<file path="src/rtl/pll_lock_reset_seq.sv">
// PLL lock supervisor and fabric reset sequencer with bounded PLL power-cycle retries.
// Optional: define PLL_LOCK_LOSS_CNT_EN to add the saturating loss_cnt output.
//
// state     | meaning
// ----------+-----------------------------------------------------------
// IDLE      | external reset asserted, retries cleared, waiting for ext_s
// WAIT_LOCK | waiting for synchronized lock, timeout running
// STABLE    | lock seen, counting consecutive lock cycles
// HOLD      | lock accepted, fabric still held in reset
// RUN       | fabric released, watching for lock loss
// PD        | PLL powered down for one retry attempt
// FAULT     | retries exhausted, stuck until ext_s=0 or resetn
module pll_lock_reset_seq #(
  parameter int LOCK_STABLE_CYCLES  = 1024,
  parameter int RESET_HOLD_CYCLES   = 64,
  parameter int LOCK_TIMEOUT_CYCLES = 65536,
  parameter int PD_CYCLES           = 256,
  parameter int MAX_RETRIES         = 3
) (
  input  logic       clk,
  input  logic       resetn,
  input  logic       pll_lock,
  input  logic       ext_rst_n,
  output logic       pll_powerdown_n,
  output logic       fabric_reset_n,
  output logic       lock_lost,
  output logic       fault,
  output logic [2:0] state
`ifdef PLL_LOCK_LOSS_CNT_EN
  ,
  output logic [7:0] loss_cnt
`endif
);

  localparam int MAX_AB  = (LOCK_STABLE_CYCLES > RESET_HOLD_CYCLES) ? LOCK_STABLE_CYCLES : RESET_HOLD_CYCLES;
  localparam int MAX_CD  = (LOCK_TIMEOUT_CYCLES > PD_CYCLES) ? LOCK_TIMEOUT_CYCLES : PD_CYCLES;
  localparam int MAX_CNT = (MAX_AB > MAX_CD) ? MAX_AB : MAX_CD;
  localparam int CNT_W   = (MAX_CNT > 1) ? $clog2(MAX_CNT) : 1;

  localparam logic [CNT_W-1:0] STABLE_TC  = CNT_W'(LOCK_STABLE_CYCLES - 1);
  localparam logic [CNT_W-1:0] HOLD_TC    = CNT_W'(RESET_HOLD_CYCLES - 1);
  localparam logic [CNT_W-1:0] TIMEOUT_TC = CNT_W'(LOCK_TIMEOUT_CYCLES - 1);
  localparam logic [CNT_W-1:0] PD_TC      = CNT_W'(PD_CYCLES - 1);
  localparam logic [CNT_W-1:0] CNT_ONE    = CNT_W'(1);
  localparam logic [3:0]       RETRY_MAX  = 4'(MAX_RETRIES);

  typedef enum logic [2:0] {
    S_IDLE      = 3'd0,
    S_WAIT_LOCK = 3'd1,
    S_STABLE    = 3'd2,
    S_HOLD      = 3'd3,
    S_RUN       = 3'd4,
    S_PD        = 3'd5,
    S_FAULT     = 3'd6
  } state_t;

  state_t           st;
  state_t           nxt;
  logic [CNT_W-1:0] cnt;
  logic [3:0]       retry_cnt;
  logic             lock_meta;
  logic             lock_s;
  logic             ext_meta;
  logic             ext_s;

  assign state = st;

  // ext_s starts at 0 after resetn, so the FSM cannot leave IDLE until
  // reset release has passed through the synchronizer.
  always_comb begin
    nxt = st;
    if (!ext_s) begin
      nxt = S_IDLE;
    end else begin
      case (st)
        S_IDLE:      nxt = S_WAIT_LOCK;
        S_WAIT_LOCK: begin
          if (lock_s)                 nxt = S_STABLE;
          else if (cnt == TIMEOUT_TC) nxt = (retry_cnt < RETRY_MAX) ? S_PD : S_FAULT;
        end
        S_STABLE: begin
          if (!lock_s)               nxt = S_WAIT_LOCK;
          else if (cnt == STABLE_TC) nxt = S_HOLD;
        end
        S_HOLD: begin
          if (!lock_s)             nxt = S_WAIT_LOCK;
          else if (cnt == HOLD_TC) nxt = S_RUN;
        end
        S_RUN:   if (!lock_s) nxt = S_WAIT_LOCK;
        S_PD:    if (cnt == PD_TC) nxt = S_WAIT_LOCK;
        S_FAULT: nxt = S_FAULT;
        default: nxt = S_IDLE;
      endcase
    end
  end

  always_ff @(posedge clk or negedge resetn) begin
    if (!resetn) begin
      lock_meta       <= 1'b0;
      lock_s          <= 1'b0;
      ext_meta        <= 1'b0;
      ext_s           <= 1'b0;
      st              <= S_IDLE;
      cnt             <= '0;
      retry_cnt       <= 4'd0;
      fabric_reset_n  <= 1'b0;
      pll_powerdown_n <= 1'b1;
      lock_lost       <= 1'b0;
      fault           <= 1'b0;
`ifdef PLL_LOCK_LOSS_CNT_EN
      loss_cnt        <= 8'd0;
`endif
    end else begin
      lock_meta <= pll_lock;
      lock_s    <= lock_meta;
      ext_meta  <= ext_rst_n;
      ext_s     <= ext_meta;
      st        <= nxt;

      if (nxt != st || st == S_IDLE || st == S_RUN || st == S_FAULT) cnt <= '0;
      else                                                           cnt <= cnt + CNT_ONE;

      if (st == S_IDLE || st == S_RUN)
        retry_cnt <= 4'd0;
      else if (st == S_WAIT_LOCK && nxt == S_PD && retry_cnt != 4'hF)
        retry_cnt <= retry_cnt + 4'd1;

      // Outputs follow the next state so they change on the same edge as STATE.
      fabric_reset_n  <= (nxt == S_RUN);
      pll_powerdown_n <= (nxt != S_PD);
      fault           <= (nxt == S_FAULT);

      if (!ext_s)                                lock_lost <= 1'b0;
      else if (st == S_RUN && nxt == S_WAIT_LOCK) lock_lost <= 1'b1;

`ifdef PLL_LOCK_LOSS_CNT_EN
      if (st == S_RUN && nxt == S_WAIT_LOCK && loss_cnt != 8'hFF)
        loss_cnt <= loss_cnt + 8'd1;
`endif
    end
  end

endmodule

</file>
<file path="config.mk">
export PLATFORM = sky130hd
export DESIGN_NAME = pll_lock_reset_seq
export DESIGN_NICKNAME = d
export VERILOG_FILES = /design/src/rtl/pll_lock_reset_seq.sv
export SDC_FILE = /design/constraint.sdc
export NUM_CORES = 1
export LEC_CHECK = 0
export ABC_AREA = 1
export CAP_MARGIN = 20
export CORE_ASPECT_RATIO = 1.1
export CORE_MARGIN = 2
export CORE_UTILIZATION = 45
export CTS_BUF_LIST = sky130_fd_sc_hd__clkbuf_2
export CTS_CLUSTER_DIAMETER = 60
export DETAILED_ROUTE_END_ITERATION = 7
export HOLD_SLACK_MARGIN = 0.12
export PLACE_DENSITY_LB_ADDON = 0.3
export SKIP_LAST_GASP = 1
export SYNTH_ARGS = -nofsm -noshare
export SYNTH_HDL_FRONTEND = slang
export SYNTH_SLANG_ARGS = --single-unit
</file>
<file path="constraint.sdc">
create_clock -name clk -period 2.2 [get_ports clk]
set_input_delay 0.22 -clock clk [delete_from_list [all_inputs] [get_ports clk]]
set_output_delay 0.22 -clock clk [all_outputs]
set_load 0.1 [all_outputs]
</file>
Word level (Yosys, flattened, before mapping):

Index checks and enable logic that the tools add are counted.

* add/sub/neg operators: 2
* equality and inequality tests: 18
* magnitude comparators: 1
* mux-type cells: 16
* reductions and logical operators: 9

Operators by type and width (number)
* 2-to-1 mux 3 bit: 9
* case mux 3 bit (7 select lines): 1
* equality test 3 bit (second input constant): 6
* adder 16 x 1 -> 16 bit (second input constant): 1
* equality test 16 x 10 -> 1 bit (second input constant): 1
* equality test 16 bit (second input constant): 1
* equality test 16 x 6 -> 1 bit (second input constant): 1
* equality test 16 x 8 -> 1 bit (second input constant): 1
* 2-to-1 mux 16 bit: 1
* 2-to-1 mux 4 bit: 2
* equality test 3 x 1 -> 1 bit (second input constant): 2
* equality test 3 x 2 -> 1 bit (second input constant): 2
* adder 4 x 1 -> 4 bit (second input constant): 1
* logical OR 1 bit: 4
* < comparator 4 x 2 -> 1 bit (second input constant): 1
* inequality test 4 bit (second input constant): 1
* logical AND 1 bit: 3
* logical NOT 3 bit: 1
* inequality test 3 bit: 1
* inequality test 3 bit (second input constant): 1
* 2-to-1 mux 1 bit: 2
* 2-to-1 mux 2 bit: 1
* inequality test 2 x 1 -> 1 bit (second input constant): 1
* nonzero test 2 bit: 1

* flip-flop bits (word level): 31
* input port bits: 4
* output and inout port bits: 7
* logic and storage cells: 57

Longest topological paths before layout:

* depth in word-level cells: 11
* gate-level depth with buffers: 15
* mapped depth without buffers: 14

Worst setup path before layout:

No wires, ideal clock.

* kind: flip-flop to flip-flop
* from: register st[1], in the netlist state[1]
* to: register cnt[11]
* period minus slack after synthesis: 2.361 ns
* buffers on the path: 2
* data required time: 2.074 ns
* library setup time: 0.126 ns
* slack: -0.161 ns
* stages on the path, launching flop included: 16
* arrival time: 2.235 ns
* cells stage by stage: dfrtp_1 > buf_4 > inv_2 > nand2_1 > nor2_2 > nand2_1 > inv_1 > nand2_1 > nand3_1 > nand2_1 > nand2_1 > nand2_1 > inv_2 > nand3_4 > buf_6 > nor3_2

* cells in the longest elaborated chain, start to end: 9
* elaborated cells between the ends (all ways): 22
* those cells by class: eq/ne: 7; mux: 11; reduce/logical: 4

RTL lines
* start: declaration: RTL line 57 `state_t st;`
* start signal: assignment: RTL line 118 `st <= nxt;`
* 2-to-1 mux 3 bit, on equally long branches: RTL line 87, 79, 83
* 2-to-1 mux 3 bit, on equally long branches: RTL line 86, 78, 82
* case mux 3 bit (7 select lines): RTL line 75 `case (st)`
* 2-to-1 mux 3 bit: RTL line 72 `if (!ext_s) begin`
* inequality test 3 bit: RTL line 120 `if (nxt != st || st == S_IDLE || st == S_RUN || st == S_FAULT) cnt <= '0;`
* logical OR 1 bit (2 in series): RTL line 120
* logical OR 1 bit *: RTL line 120
* 2-to-1 mux 16 bit *: RTL line 120
* end signal: assignment: RTL line 121 `else cnt <= cnt + CNT_ONE;`
* end: declaration: RTL line 59 `logic [CNT_W-1:0] cnt;`

Mark *: on every way between the ends. The rest lies on a longest branch, timed or not.
A chain may end at the register's enable or synchronous reset.

Final worst setup path:

* from: register cnt[0]
* to: register cnt[0]

* cells in the longest elaborated chain, start to end: 10
* elaborated cells between the ends (all ways): 19
* those cells by class: add/sub: 1; eq/ne: 5; mux: 10; reduce/logical: 3

RTL lines
* equality test 16 x 6 -> 1 bit (tied with other cells): RTL line 87 `else if (cnt == HOLD_TC) nxt = S_RUN;`
* 2-to-1 mux 3 bit, on equally long branches: RTL line 87, 79, 83
* 2-to-1 mux 3 bit, on equally long branches: RTL line 86, 78, 82
* case mux 3 bit (7 select lines): RTL line 75
* 2-to-1 mux 3 bit: RTL line 72
* inequality test 3 bit: RTL line 120
* logical OR 1 bit (3 in series): RTL line 120
* 2-to-1 mux 16 bit *: RTL line 120

Marked as above.

==> reports/metrics.yaml <==
global_routing:
  grt_use_total: 0.169
  grt_pass1_wl_um: 5590
  overflow: 0
  grt_pass1_vias: 1333
  antenna_found_initial: 0
  grt_max_degree: 32
sta:
  finalSetupViolations: 0
  finalClockSkew_ns: 0.0172
  period_needed_ns: 1.99
  fmax_mhz: 502
  slew_headroom: 0.739
  finalCritPeriodShare: 0.906
  worst_slack_ns: 0.206
  drv_slew: 0
  worst_slew_pin_slew_ns: 0.391
  hold_viol_final: 0
placement:
  portBuffers: 10
  place_hpwl_um: 2290
  place.gp.congestion: 0.879
  place_ws_ns: 0.125
synth:
  avgSynthCellArea_um2: 8.22
  synth_area_mm2: 0.00173
  synthCells: 210
  synth_top_area_share: 0.435
  ys_seq_elements: 31
  synth_fp_nets: 216
  yosys.area.top_type: "dfrtp_1"
  yosysWarnings: 0
  seq_area_frac_synth: 0.450
  ys_types: 23
  synth.top_cells.by_area: "dfrtp_1 (44%), nand2_1 (9.4%), nor3_2 (7.5%), nand3_1 (6.4%), nor2_1 (5.4%)"
worst_setup_path:
  startpoint_type: "flop"
  cp-startpoint: "cnt[0]$_DFF_PN0_"
  rrSetupSlack_ns: 0.21
  r2r_cells: 12
  reg2reg_from: "cnt[0]$_DFF_PN0_"
  regToRegEndpoint: "cnt[0]$_DFF_PN0_"
  cp_max_fo: 16
  arrival_ns: 2.29
  required_ns: 2.49
  setup.worst_path.class: "flop to flop"
  critical_path.endpoint_type: "flop"
  crit_path_end: "cnt[0]$_DFF_PN0_"
floorplan:
  fp-row-count: 23
  die-area_mm2: 0.00435
  ios: 11
  die_x_um: 63.0
  core_mm2: 0.00365
  start_util: 0.472
  die_y_um: 68.9
power_and_ir_drop:
  switching_power_mw: 0.398
  seqPwrFrac: 0.492
  peakVddDrop_mv: 0.381
  power_leakage_nw: 0.924
  combPwrFrac: 0.209
  switching_share: 0.312
  power_density_mw_per_mm2: 643
  power_frac_clock: 0.299
  p_int_mw: 0.877
cts:
  h-tree-depth: 2
  clk_path_buf_depth: 2
  clk_pin_slew_worst_paths_ns: 0.15
  cts_root_buffer: "clkbuf_2"
  ctsHoldBuffers: 0
  clock_sinks: 31
  cts_tree: "done"
  insertion_delay_ns: 0.38
  numCtsBuffers: 5
layout:
  antennaDiodeCount: 0
  fin_nets: 234
  post-route-util: 0.542
  drive_gt1_frac: 0.253
  area_growth_pct: 14.9
routing:
  vias: 1380
  wirelength_um: 3290
  route.detailed.drc: 0
  ant_nets: 0
  post_drt_wl_per_cell_um: 11.8
  vias_per_cell: 4.95
  first_pass_iters: 4
  drtIter0Drc: 47
flow_run:
  cap_violations: 0
hold_path:
  min_path_type: "input pin to async pin"
status:
  outcome: "complete, no violations"
-- worst max-delay path, stage by stage (launching register included) --
cell and delay [ns]:
dfrtp_1 0.40, ha_2 0.22, nand3_2 0.16, nor3_4 0.22
nand3_1 0.10, nand2_1 0.09, nand2_1 0.05, nand2_1 0.09
nand3_2 0.11, nand3_1 0.11, nand2_2 0.07, buf_12 0.15
nor3_1 0.16
-- cell usage in the layout, fill, tap and decap left out, drive strengths merged, types with 3 or more instances in the layout --
| cell type | count |
|---|---|
| nand3 | 25 |
| o21ai | 5 |
| dfrtp | 30 |
| buf | 12 |
| xor2 | 4 |
| clkdlybuf4s50 | 3 |
| nor2 | 28 |
| inv | 31 |
| nand4 | 3 |
| nand2 | 49 |
| clkbuf | 5 |
| nor3 | 22 |
| xnor2 | 5 |
-- layer usage --
layer | part of all wire | up-vias | global-route usage
met3 | 0.035 | 5 | 0.0519
li1 | - | 702 | -
met2 | 0.50 | 19 | 0.301
met4 | 0.019 | 0 | 0.0778
met1 | 0.44 | 654 | 0.189
met5 | 0 | - | 0
-- per-stage QoR --
step	hold WS (ns)	area (um2)	total power, mW	instances	setup TNS, ns
global route	0.231	1980	1.35	279	-0.00286
global placement	0.333	1870	0.876	268	0
detailed placement	0.346	1870	0.879	268	0
floorplan	-0.0756	1730	0.819	210	0
finish	0.216	1980	1.27	279	0
CTS	0.212	1930	1.27	276	0
-- power by group through the flow --
stage / sequential, mW / clock, mW / combinational (mW)
finish: 0.628 / 0.381 / 0.266
global route: 0.631 / 0.414 / 0.300
CTS: 0.628 / 0.394 / 0.246
detailed placement: 0.637 / 0 / 0.242
global placement: 0.636 / 0 / 0.240
floorplan: 0.656 / 0 / 0.163
-- area by class of cell --
class | instances | area, um2
clock inverter | 3 | 38.8
tap | 50 | 62.6
clock buffer | 5 | 25.0
inverter | 31 | 116
multi-input combinational | 144 | 813
timing repair buffer | 15 | 145
fill | 350 | 1670
sequential | 31 | 781
-- cells in the mapped netlist --
library cell and instances:
nand3_4 1, ha_1 2, buf_6 2, buf_4 1, xnor2_1 5, buf_2 1
nand4_1 3, nand2_1 43, inv_2 7, o21ai_0 5, nor2_2 1, inv_1 24
nand3_1 22, nand3_2 2, a21oi_1 1, nor2_4 2, dfstp_2 1, xor2_1 4
nor2_1 25, nor3_1 9, nand2_2 6, nor3_2 13, dfrtp_1 30
-- registers in the layout, indices dropped and copies added, names as in the netlist --
signal,count
cnt,16
ext_meta,1
ext_s,1
fabric_reset_n,1
fault,1
lock_lost,1
lock_meta,1
lock_s,1
pll_powerdown_n,1
retry_cnt,4
state,3
-- cell families after synthesis --
group                    share of synthesized area
AND/OR/NAND/NOR                              0.384
buffers and inverters                       0.0877
flip-flops                                   0.450
XOR/XNOR                                    0.0457
AO/OA/AOI/OAI                               0.0174
adder cells (fa/ha/maj)                     0.0145
-- worst min path at each step --
| stage | start | endpoint | slack (ns) |
|---|---|---|---|
| after detailed placement | ext_meta$_DFF_PN0_ | ext_s$_DFF_PN0_ | 0.35 |
| after CTS | resetn | lock_s$_DFF_PN0_ | 0.21 |
| after global routing | resetn | cnt[15]$_DFF_PN0_ | 0.23 |
| after floorplan | resetn | cnt[0]$_DFF_PN0_ | -0.08 |
| final | resetn | lock_meta$_DFF_PN0_ | 0.22 |
| after global placement | ext_meta$_DFF_PN0_ | ext_s$_DFF_PN0_ | 0.33 |
-- timing repair --
action	CTS	global route
resized for setup	0	4
setup endpoints to repair	0	18
setup buffers	0	3
Note: power is estimated with default switching activity, not from simulation.
